<file path="config.mk">
export PLATFORM = sky130hd
export DESIGN_NAME = display_driver_7seg
export DESIGN_NICKNAME = d
export VERILOG_FILES = /design/src/rtl/display_pkg.sv /design/src/rtl/display_driver_7seg_hex_to_7seg.sv /design/src/rtl/display_driver_7seg.sv
export SDC_FILE = /design/constraint.sdc
export NUM_CORES = 1
export LEC_CHECK = 0
export CAP_MARGIN = 20
export CORE_ASPECT_RATIO = 1.25
export CORE_UTILIZATION = 35
export CTS_BUF_LIST = sky130_fd_sc_hd__clkbuf_2 sky130_fd_sc_hd__clkbuf_4 sky130_fd_sc_hd__clkbuf_8
export CTS_CLUSTER_DIAMETER = 100
export DETAILED_ROUTE_END_ITERATION = 10
export HOLD_SLACK_MARGIN = 0.05
export SETUP_SLACK_MARGIN = 0.3
export SYNTH_ARGS = -nofsm -noshare
export SYNTH_HDL_FRONTEND = slang
export SYNTH_SLANG_ARGS = --single-unit
</file>
<file path="constraint.sdc">
create_clock -name clk -period 6 [get_ports clk]
set_input_delay 0.6 -clock clk [delete_from_list [all_inputs] [get_ports clk]]
set_output_delay 0.6 -clock clk [all_outputs]
set_load 0.005 [all_outputs]
</file>
<file path="src/rtl/display_pkg.sv">
// Shared types, constants and the segment glyph table for the 7-segment display driver.
package display_pkg;

  typedef enum logic [1:0] {
    IDLE  = 2'd0,
    SHIFT = 2'd1,
    LATCH = 2'd2
  } conv_state_t;

  localparam int BCD_DIGITS = 5;
  localparam int N_ANODES   = 8;

  localparam logic [6:0] SEG_BLANK = 7'h7F;

  // Active-low glyphs, bit order {g,f,e,d,c,b,a}; A-F render as A,b,C,d,E,F.
  localparam logic [6:0] SEG_LUT [16] = '{
    7'h40, 7'h79, 7'h24, 7'h30, 7'h19, 7'h12, 7'h02, 7'h78,
    7'h00, 7'h10, 7'h08, 7'h03, 7'h46, 7'h21, 7'h06, 7'h0E
  };

  // Double-dabble correction: every nibble >= 5 gets +3 before the shift.
  function automatic logic [4*BCD_DIGITS-1:0] bcd_add3(input logic [4*BCD_DIGITS-1:0] bcd);
    logic [4*BCD_DIGITS-1:0] res;
    res = bcd;
    for (int i = 0; i < BCD_DIGITS; i++) begin
      if (bcd[i*4 +: 4] >= 4'd5) res[i*4 +: 4] = bcd[i*4 +: 4] + 4'd3;
    end
    return res;
  endfunction

endpackage

</file>
<file path="src/rtl/display_driver_7seg_hex_to_7seg.sv">
// Nibble to active-low 7-segment glyph, with a blank override for unlit digits.
module hex_to_7seg
  import display_pkg::*;
(
  input  logic [3:0] i_nibble,
  input  logic       i_blank,
  output logic [6:0] o_seg
);

  assign o_seg = i_blank ? SEG_BLANK : SEG_LUT[i_nibble];

endmodule

</file>
<file path="src/rtl/display_driver_7seg.sv">
// 8-digit multiplexed 7-segment driver: hex or sequential double-dabble decimal conversion,
// tear-free display register, and a prescaled digit scanner.
module display_driver_7seg
  import display_pkg::*;
#(
  parameter int N           = 16,
  parameter int REFRESH_DIV = 100000
) (
  input  logic         clk,
  input  logic         reset,
  input  logic [N-1:0] value,
  input  logic         dec_mode,
  output logic [7:0]   an,
  output logic [6:0]   seg,
  output logic         dp,
  output logic         busy
);

  localparam int BCD_W = 4 * BCD_DIGITS;
  localparam int PW    = (REFRESH_DIV > 1) ? $clog2(REFRESH_DIV) : 1;

  conv_state_t         r_state;
  logic [N-1:0]        r_bin;
  logic [BCD_W-1:0]    r_bcd;
  logic [3:0]          r_cnt;
  logic                r_mode;
  logic                r_busy;
  logic [BCD_W-1:0]    r_disp;
  logic [N_ANODES-1:0] r_mask;

  logic [PW-1:0]       r_presc;
  logic [2:0]          r_idx;
  logic [7:0]          r_an;
  logic [6:0]          r_seg;

  logic [BCD_W-1:0]    w_bcd_adj;
  logic [N_ANODES-1:0] w_dec_mask;
  logic [3:0]          w_nibble;
  logic                w_blank;
  logic [6:0]          w_seg;

  assign w_bcd_adj = bcd_add3(r_bcd);

  // Leading-zero blanking: digit k lights if any digit at or above k is nonzero.
  always_comb begin
    logic w_any;
    w_any      = 1'b0;
    w_dec_mask = '0;
    for (int k = BCD_DIGITS - 1; k >= 1; k--) begin
      w_any         = w_any | (r_bcd[k*4 +: 4] != 4'h0);
      w_dec_mask[k] = w_any;
    end
    w_dec_mask[0] = 1'b1;
  end

  // Converter FSM; display register and mask only ever change together in LATCH.
  always_ff @(posedge clk) begin
    if (reset) begin
      r_state <= IDLE;
      r_bin   <= '0;
      r_bcd   <= '0;
      r_cnt   <= '0;
      r_mode  <= 1'b0;
      r_busy  <= 1'b0;
      r_disp  <= '0;
      r_mask  <= '0;
    end else begin
      case (r_state)
        IDLE: begin
          r_bin   <= value;
          r_mode  <= dec_mode;
          r_bcd   <= '0;
          r_cnt   <= '0;
          r_busy  <= dec_mode;
          r_state <= dec_mode ? SHIFT : LATCH;
        end
        SHIFT: begin
          {r_bcd, r_bin} <= {w_bcd_adj[BCD_W-2:0], r_bin, 1'b0};
          r_cnt          <= r_cnt + 4'd1;
          if (r_cnt == 4'd15) begin
            r_state <= LATCH;
            r_busy  <= 1'b0;
          end
        end
        LATCH: begin
          if (r_mode) begin
            r_disp <= r_bcd;
            r_mask <= w_dec_mask;
          end else begin
            r_disp <= {4'h0, r_bin};
            r_mask <= 8'h0F;
          end
          r_state <= IDLE;
        end
        default: r_state <= IDLE;
      endcase
    end
  end

  always_comb begin
    w_nibble = 4'h0;
    case (r_idx)
      3'd0:    w_nibble = r_disp[3:0];
      3'd1:    w_nibble = r_disp[7:4];
      3'd2:    w_nibble = r_disp[11:8];
      3'd3:    w_nibble = r_disp[15:12];
      3'd4:    w_nibble = r_disp[19:16];
      default: w_nibble = 4'h0;
    endcase
  end

  assign w_blank = !r_mask[r_idx] || (r_idx > 3'd4);

  hex_to_7seg u_hex_to_7seg (
    .i_nibble (w_nibble),
    .i_blank  (w_blank),
    .o_seg    (w_seg)
  );

  // Scanner: an/seg follow the digit index one cycle later.
  always_ff @(posedge clk) begin
    if (reset) begin
      r_presc <= '0;
      r_idx   <= 3'd0;
      r_an    <= 8'hFF;
      r_seg   <= SEG_BLANK;
    end else begin
      if (r_presc == PW'(REFRESH_DIV - 1)) begin
        r_presc <= '0;
        r_idx   <= r_idx + 3'd1;
      end else begin
        r_presc <= r_presc + PW'(1);
      end
      r_an  <= r_mask[r_idx] ? ~(8'b1 << r_idx) : 8'hFF;
      r_seg <= w_seg;
    end
  end

  assign an   = r_an;
  assign seg  = r_seg;
  assign dp   = 1'b1;
  assign busy = r_busy;

endmodule

</file>
==> results.json, run 1 <==
{
  "antenna_found_initial": 0,
  "synth-seq-area-share_pct": 41.7,
  "pwr-share-comb_pct": 12.3,
  "p_sw_uw": 375,
  "cts_resized": 0,
  "r2r_cells": 11,
  "netlist_instances": 578,
  "r2r_slack_ps": 3130,
  "fp.dieH_um": 136,
  "hpwl_um": 7520,
  "synth_edf_count": 0,
  "ctsHoldBuffers": 0,
  "cp_max_fo": 20,
  "worst_pin_slew_ps": 964,
  "path_class": "register to register",
  "min_to": "r_presc[0]$_SDFF_PP0_",
  "row_count": 48,
  "cts_setup_buffers": 0,
  "gp_congestion": 0.845,
  "clk_latency_ps": 380,
  "die-area_um2": 14700,
  "clk_path_buf_depth": 2,
  "core-area_um2": 13900,
  "initial_core_util_pct": 36.0,
  "portBuffers": 34,
  "post_drt_wl_per_cell_um": 13.8,
  "intPower_uw": 992,
  "ys_warn_count": 0,
  "grt_max_degree": 80,
  "grt-ovfl-total": 0,
  "timing.rr.end": "seg[3]$_SDFF_PP1_",
  "min_period_ps": 2870,
  "cts_tree": "yes",
  "seq_power_share_pct": 54.9,
  "ys_types": 48,
  "num-fill-cells": 1384,
  "drt_iter0_drc": 188,
  "min_from": "r_presc[0]$_SDFF_PP0_",
  "die_x_um": 109,
  "final_area_um2": 5620,
  "io_pins": 36,
  "grtUsageTotal_pct": 15.2,
  "start_kind": "register",
  "finalSetupTns_ps": 0,
  "grt_pass1_vias": 3713,
  "status": "finished clean",
  "rsz0062_at_grt": "false",
  "h-tree-depth": 3,
  "finClkSkew_ps": 13.1,
  "cts_buffers": 9,
  "firstDrtPassIters": 5,
  "diodes": 0,
  "final_layout_size_suffix_gt1_share_pct": 5.85,
  "dp_cells": 757,
  "min_path_cells": 1,
  "max_freq_ghz": 0.349,
  "drc": 0,
  "fin_hold_ws_ps": 469,
  "arrival_ps": 3130,
  "via_per_inst": 5.17,
  "cts_sinks": 104,
  "end_kind": "register",
  "nets": 640,
  "ys.flop_type": "dfxtp_1",
  "ir_drop_v": 0.000137,
  "critPathRequiredTime_ps": 6260,
  "postPlaceCellArea_um2": 5420,
  "clock_power_share_pct": 32.8,
  "fin_crit_sh_pct": 47.8,
  "grt_pass1_wl_um": 17600,
  "slew_viol_final": 0,
  "synthArstFlopShare_pct": 0,
  "num_vias": 4000,
  "avgSynthCellArea_um2": 8.64,
  "finalSetupViolCount": 0,
  "power.leakage_uw": 0.00204,
  "drv_cap": 0,
  "r2r_start": "r_idx[2]$_SDFFE_PP0P_",
  "slew_headroom_pct": 35.5,
  "clock_tree.root_cell": "clkbuf_8",
  "p_sw_share_pct": 27.4,
  "power.density_nw_per_um2": 243,
  "synth_nets": 625,
  "antenna_left": 0,
  "clkTransAtPathRegs_ps": 100,
  "hold_class": "register to register",
  "fin_cells": 773,
  "syn_area_um2": 4990,
  "wirelength_um": 10700,
  "syn_to_final_growth_pct": 12.7,
  "synth-seq-cells": 104,
  "hold_viol_final": 0
}
-- worst max path at each step --
stage	startpoint	endpoint	slack (ps)	cells after the start
CTS	r_idx[0]$_SDFFE_PP0P_	seg[3]$_SDFF_PP1_	3150	11
global placement	r_idx[2]$_SDFFE_PP0P_	seg[3]$_SDFF_PP1_	3310	11
global route	r_idx[0]$_SDFFE_PP0P_	seg[3]$_SDFF_PP1_	2880	11
finish	r_idx[2]$_SDFFE_PP0P_	seg[3]$_SDFF_PP1_	3130	11
detailed placement	r_idx[2]$_SDFFE_PP0P_	seg[3]$_SDFF_PP1_	3190	11
floorplan	r_idx[2]$_SDFFE_PP0P_	seg[3]$_SDFF_PP1_	3460	13
-- worst max-delay path, stage by stage (launching register included) --
cell and delay, ps:
dfxtp_1 720, inv_1 190, ha_1 300, a32oi_1 160, o21ai_0 260, inv_1 230
ha_1 270, inv_1 80, o21a_1 130, o221ai_1 140, a21oi_1 170, o211ai_1 90
-- cell usage after synthesis (2+ instances only) --
cell type,number,area (µm²)
nor2_1,110,413
o21ai_0,12,60.1
dfxtp_1,104,2080
a21o_1,2,15.0
buf_2,6,30.0
a32oi_1,6,52.6
nor2_2,4,25.0
mux2i_1,39,390
buf_1,8,30.0
xor2_1,13,114
xnor2_1,9,78.8
o311ai_0,2,17.5
o2bb2ai_1,3,26.3
nand2_1,38,143
buf_4,2,15.0
and2_1,4,25.0
nand3_1,18,90.1
nand2b_1,7,43.8
o211ai_1,4,30.0
a211oi_1,18,135
a21oi_1,39,195
o221ai_1,5,43.8
a22oi_1,17,128
nand4_1,4,25.0
nor3_1,9,45.0
ha_1,28,350
o21a_1,4,30.0
o21ai_1,2,10.0
clkbuf_1,18,67.6
nor4_1,3,18.8
inv_1,18,67.6
a222oi_1,4,40.0
and3_1,3,18.8
-- state kept, by name, summed over array words and instances, names as in the netlist --
| register | flops |
|---|---|
| r_state | 2 |
| r_bcd | 20 |
| r_presc | 17 |
| busy | 1 |
| r_mask | 5 |
| r_bin | 16 |
| an | 8 |
| r_disp | 20 |
| r_cnt | 4 |
| seg | 7 |
| r_mode | 1 |
| r_idx | 3 |
-- layout make-up --
| class | instances | area (µm²) | area share (%) |
|---|---|---|---|
| Clock buffer | 10 | 131 | 2.34 |
| Clock inverter | 6 | 67.6 | 1.20 |
| Inverter | 18 | 67.6 | 1.20 |
| Multi-Input combinational cell | 421 | 2680 | 47.7 |
| Sequential cell | 104 | 2080 | 37.0 |
| Tap cell | 175 | 219 | 3.89 |
| Timing Repair Buffer | 39 | 373 | 6.63 |
-- kinds of logic (layout without fill, tap and decap cells) --
family                     after synthesis  in the layout  synth area share (%)
xor gates and xnor gates                22             22                  3.86
other                                    1              1                0.0751
adders and majority gates               28             28                  7.02
buffers and inverters                   53             73                  4.61
DFF                                    104            104                  41.7
muxes                                   40             40                  8.05
AOI/OAI and AO/OA                      124            124                  16.6
and+or+nand+nor                        206            206                  18.0
-- routing by layer --
layer  vias up  global-route usage (%)  part of all wire [%]
met2        52                    26.2                    49
met3        13                    2.93                   2.3
met1      1893                    18.3                    47
met4         0                    6.61                   1.8
li1       2042                       -                     -
met5         -                       0                     0
-- cell usage in the layout (no fill, tap or decap), types with 6 or more instances in the layout --
master | synthesis | routed
clkdlybuf4s50_1 | 0 | 33
o21ai_0 | 12 | 12
nor2_1 | 110 | 110
nand2b_1 | 7 | 7
inv_1 | 18 | 18
nor3_1 | 9 | 9
a32oi_1 | 6 | 6
a21oi_1 | 39 | 39
xor2_1 | 13 | 13
a211oi_1 | 18 | 18
clkbuf_8 | 0 | 9
xnor2_1 | 9 | 9
nand3_1 | 18 | 18
mux2i_1 | 39 | 39
a22oi_1 | 17 | 17
dfxtp_1 | 104 | 103
nand2_1 | 38 | 38
ha_1 | 28 | 28
-- power by group through the flow --
stage               Sequential, µW  Clock [µW]  Combinational (µW)
floorplan                      751           0                 132
global placement               766           0                 165
detailed placement             767           0                 168
CTS                            750         463                 169
global route                   754         491                 190
finish                         750         448                 168
-- stage by stage --
stage / power (µW) / util (%) / setup slack, ps
6_report: 1370 / 40.5 / 3130
5_1_grt: 1430 / 40.5 / 2880
4_1_cts: 1380 / 40.5 / 3150
3_5_place_dp: 935 / 39.1 / 3190
3_3_place_gp: 931 / 39.1 / 3310
2_1_floorplan: 883 / - / 3460
No activity file was read; power rests on OpenSTA's default activity.
==> run 2: changes to the inputs <==
Clock period 6 ns to 2.7 ns, I/O delays scaled along.
==> results.json, run 2 (synthesized netlist as in run 1, its figures left out) <==
{
  "initial_core_util_pct": 36.0,
  "cpLargestDelayFamily": "compound AO/OA/AOI/OAI gates",
  "path_class": "register to register",
  "die-area_um2": 14700,
  "final_util_pct": 41.7,
  "path_buf_inv": 2,
  "worst_pin_slew_ps": 1060,
  "ir_drop_v": 0.000392,
  "finClkSkew_ps": 16.5,
  "core-area_um2": 13900,
  "slew_headroom_pct": 29.1,
  "h-tree-depth": 3,
  "drv_cap": 0,
  "cts_tree": "yes",
  "diodes": 0,
  "final_common_cell": "nor2_1",
  "grt_pass1_vias": 3754,
  "num_vias": 4041,
  "firstDrtPassIters": 5,
  "clk_latency_ps": 370,
  "final_layout_size_suffix_gt1_share_pct": 9.36,
  "dp_cells": 762,
  "power.density_nw_per_um2": 541,
  "dp_slack_ps": 56.8,
  "r2r_cells": 10,
  "fp.dieH_um": 136,
  "row_count": 48,
  "clock_tree.root_cell": "clkbuf_8",
  "drc": 0,
  "r2r_start": "r_idx[0]$_SDFFE_PP0P_",
  "clk_path_buf_depth": 2,
  "slew_viol_final": 0,
  "globalRouteMet3Util_pct": 4.18,
  "clkTransAtPathRegs_ps": 90,
  "die_x_um": 109,
  "min_from": "reset",
  "critPathLaunch": "r_idx[0]$_SDFFE_PP0P_",
  "syn_to_final_growth_pct": 15.8,
  "min_to": "an[4]$_SDFF_PP1_",
  "status": "finished clean",
  "rsz0062_at_grt": "true",
  "via_per_inst": 5.15,
  "hold_class": "input pin to register",
  "fin_crit_sh_pct": 83.8,
  "use_met2_pct": 27.4,
  "r2r_slack_ps": 440,
  "grtUsageTotal_pct": 15.5,
  "grt-ovfl-total": 0,
  "wirelength_um": 10800,
  "layout_common_cells": "nor2_1, dfxtp_1, mux2i_1, a21oi_1, nand2_1",
  "worst_path_largest_cell_delay_ps": 400,
  "end_kind": "register",
  "antenna_found_initial": 0,
  "fin_cells": 784,
  "grt_pass1_wl_um": 17800,
  "arrival_ps": 2550,
  "critical-path-slowest-cell": "dfxtp_4",
  "start_kind": "register",
  "register_area_um2": 2090,
  "power.leakage_uw": 0.00212,
  "finalSetupTns_ps": 0,
  "io_pins": 36,
  "nets": 651,
  "min_path_cells": 3,
  "worst_slack_ps": 438,
  "num-fill-cells": 1392,
  "globalRouteMet1Util_pct": 17.9,
  "portBuffers": 34,
  "drt_iter0_drc": 212,
  "p_total_uw": 3130,
  "max_freq_ghz": 0.442,
  "finalSetupViolCount": 0,
  "post_drt_wl_per_cell_um": 13.8,
  "critPathRequiredTime_ps": 2980,
  "reg_top3": "r_bcd: 20 flops, r_disp: 20 flops, r_presc: 17 flops",
  "cp_max_fo": 6,
  "antenna_left": 0,
  "path_cells": "clkinvlp_4 > ha_4 > a222oi_1 > o21ai_1 > ha_1 > inv_2 > o21a_1 > o221ai_2 > a21oi_1 > o211ai_1",
  "top_usage_layer": "met2",
  "cts_sinks": 104,
  "grt_max_degree": 49,
  "min_period_ps": 2260,
  "gp_congestion": 0.810,
  "multi_input_area_um2": 2720,
  "timing.rr.end": "seg[3]$_SDFF_PP1_",
  "hpwl_um": 7670,
  "hold_viol_final": 0,
  "cts_buffers": 9
}
run 2: per-layer routing:
layer  wire (µm)  vias up
li1            -     2072
met1        4900     1918
met2        5460       43
met3         317        8
met4         163        0
met5           0        -
run 2: area by class of cell:
| type | count | area share, % |
|---|---|---|
| Clock buffer | 12 | 2.53 |
| Sequential cell | 104 | 36.2 |
| Timing Repair Buffer | 50 | 7.88 |
| Multi-Input combinational cell | 421 | 47.1 |
| Tap cell | 175 | 3.79 |
| Inverter | 18 | 1.23 |
| Clock inverter | 4 | 1.34 |
run 2: where the power goes:
part	total (µW)	switching, µW	internal (µW)	leakage [µW]
clock	1080	516	559	0.000115
combinational	395	224	171	0.00116
sequential	1660	57.2	1600	0.000849
run 2: worst max path at each step:
| stage | to | cells past startpoint |
|---|---|---|
| 2_1_floorplan | seg[3]$_SDFF_PP1_ | 12 |
| 3_3_place_gp | seg[3]$_SDFF_PP1_ | 11 |
| 3_5_place_dp | seg[3]$_SDFF_PP1_ | 11 |
| 4_1_cts | seg[3]$_SDFF_PP1_ | 10 |
| 5_1_grt | seg[3]$_SDFF_PP1_ | 10 |
| 6_report | seg[3]$_SDFF_PP1_ | 10 |
run 2: per-stage QoR:
step | cell area [µm²] | hold WS, ps
after floorplan | 4990 | 414
after global placement | 5460 | 436
after detailed placement | 5460 | 446
after CTS | 5700 | 234
after global routing | 5780 | 228
final | 5780 | 249
run 2: repair_timing:
action                                  CTS  global route
hold endpoints to repair                  0             0
endpoints found under the setup margin    1             3
pin swaps                                 2             4
buffers inserted                          1             5
hold buffers                              0             0
gates resized for setup                   5            11
run 2: worst register-to-register path: stages, from the launching register on:
cell and delay (ps):
dfxtp_4 400, clkinvlp_4 150, ha_4 200, a222oi_1 310, o21ai_1 130, ha_1 330, inv_2 50, o21a_1 190
o221ai_2 180, a21oi_1 70, o211ai_1 160
==> run 3: changes to the inputs <==
Clock period 2.7 ns to 2 ns, I/O delays scaled along.
==> results.json, run 3 (synthesized netlist as in run 1, its figures left out) <==
{
  "pwr-share-comb_pct": 14.1,
  "row_count": 48,
  "wirelength_um": 11100,
  "diodes": 0,
  "cts_sinks": 104,
  "finalSetupTns_ps": -97.0,
  "grt_max_degree": 52,
  "p_sw_uw": 1100,
  "hold_class": "input pin to register",
  "min_period_ps": 2050,
  "grt_pass1_wl_um": 18700,
  "clk_path_buf_depth": 2,
  "antenna_left": 0,
  "clock_power_share_pct": 33.7,
  "cts_tree": "yes",
  "p_sw_share_pct": 25.8,
  "reg_top3": "r_bcd: 20 flops, r_disp: 20 flops, r_presc: 17 flops",
  "h-tree-depth": 3,
  "end_kind": "register",
  "firstDrtPassIters": 6,
  "final_layout_size_suffix_gt1_share_pct": 15.7,
  "grt_pass1_vias": 3933,
  "ctsHoldBuffers": 0,
  "finClkSkew_ps": 8.62,
  "drv_cap": 0,
  "arrival_ps": 2310,
  "seq_power_share_pct": 52.2,
  "clkTransAtPathRegs_ps": 90,
  "slew_viol_final": 0,
  "power.density_nw_per_um2": 702,
  "syn_to_final_growth_pct": 21.9,
  "grtUsageTotal_pct": 16.0,
  "clk_latency_ps": 370,
  "die-area_um2": 14700,
  "cts_buffers": 9,
  "start_kind": "register",
  "violations": "negative setup slack",
  "ir_drop_v": 0.000376,
  "grt-ovfl-total": 0,
  "max_freq_ghz": 0.487,
  "hold_viol_final": 0,
  "hpwl_um": 7920,
  "worst_slack_ps": -52.1,
  "clock_tree.root_cell": "clkbuf_8",
  "num_vias": 4052,
  "dp_slack_ps": -80.6,
  "cp_max_fo": 5,
  "num-fill-cells": 1344,
  "status": "complete, but fails checks",
  "slew_headroom_pct": 55.5,
  "die_x_um": 109,
  "antenna_found_initial": 0,
  "fin_crit_sh_pct": 103,
  "nets": 667,
  "via_per_inst": 5.08,
  "layout_common_cells": "nor2_1, dfxtp_1, mux2i_1",
  "power.leakage_uw": 0.00223,
  "io_pins": 36,
  "final_common_cell": "nor2_1",
  "portBuffers": 34,
  "rsz0062_at_grt": "true",
  "path_class": "register to register",
  "fp.dieH_um": 136,
  "core-area_um2": 13900,
  "initial_core_util_pct": 36.0,
  "gp_congestion": 0.815,
  "drt_iter0_drc": 202,
  "worst_pin_slew_ps": 666,
  "intPower_uw": 3170,
  "finalSetupViolCount": 2,
  "post_drt_wl_per_cell_um": 13.9,
  "critPathRequiredTime_ps": 2250,
  "drc": 0
}
==> run 3: power by group through the flow <==
stage	clock network [µW]	logic [µW]	registers, µW
after floorplan	0	406	2250
after global placement	0	551	2280
after detailed placement	0	564	2280
after CTS	1480	584	2230
after global routing	1560	675	2240
final	1440	602	2230
==> run 3: per-layer routing <==
layer	up-vias	wire (µm)	GRT usage (%)
li1	2092	-	-
met1	1907	5000	19.4
met2	39	5740	27.9
met3	14	184	2.31
met4	0	200	6.68
met5	-	0	0
==> run 3: path summary, 6_finish.rpt <==
check                                       startpoint                     end  slack [ps]  cells after the start
worst min register to register  r_mask[4]$_SDFFE_PP0N_  r_mask[4]$_SDFFE_PP0N_         460                      2
worst max-delay path             r_idx[0]$_SDFFE_PP0P_       seg[3]$_SDFF_PP1_         -50                      9
worst max register to register   r_idx[0]$_SDFFE_PP0P_       seg[3]$_SDFF_PP1_         -50                      9
worst min-delay path                             reset   r_idx[0]$_SDFFE_PP0P_         130                      2
==> run 3: area by class of cell <==
class	count	area, µm²	area share, %
tap	175	219	3.60
clock inverter	3	66.3	1.09
timing repair buffer	66	603	9.91
clock buffer	11	145	2.39
multi-input combinational	421	2890	47.5
sequential	104	2090	34.4
inverter	18	70.1	1.15
==> run 3: critical path, stage by stage (launching register included) <==
cell	delay (ps)
dfxtp_4	370
ha_1	240
ha_4	180
a32oi_2	180
o21ai_2	110
buf_4	180
ha_1	230
a32oi_1	190
o21a_1	150
o211ai_1	90
==> run 3: stage by stage <==
stage / util, % / cells / power (µW) / hold WS (ps) / area [µm²]
final: 43.8 / 798 / 4270 / 128 / 6080
after global routing: 43.8 / 798 / 4480 / 146 / 6080
after CTS: 43.2 / 794 / 4300 / 129 / 5990
after detailed placement: 41.0 / 779 / 2840 / 449 / 5680
after global placement: 41.0 / 779 / 2830 / 440 / 5680
after floorplan: - / 578 / 2660 / 344 / 5090
==> run 3: repair_timing <==
| action | CTS | global route |
|---|---|---|
| pin swaps | 9 | 8 |
| resized for setup | 19 | 15 |
| endpoints found under the setup margin | 25 | 29 |
| setup buffers | 1 | 4 |
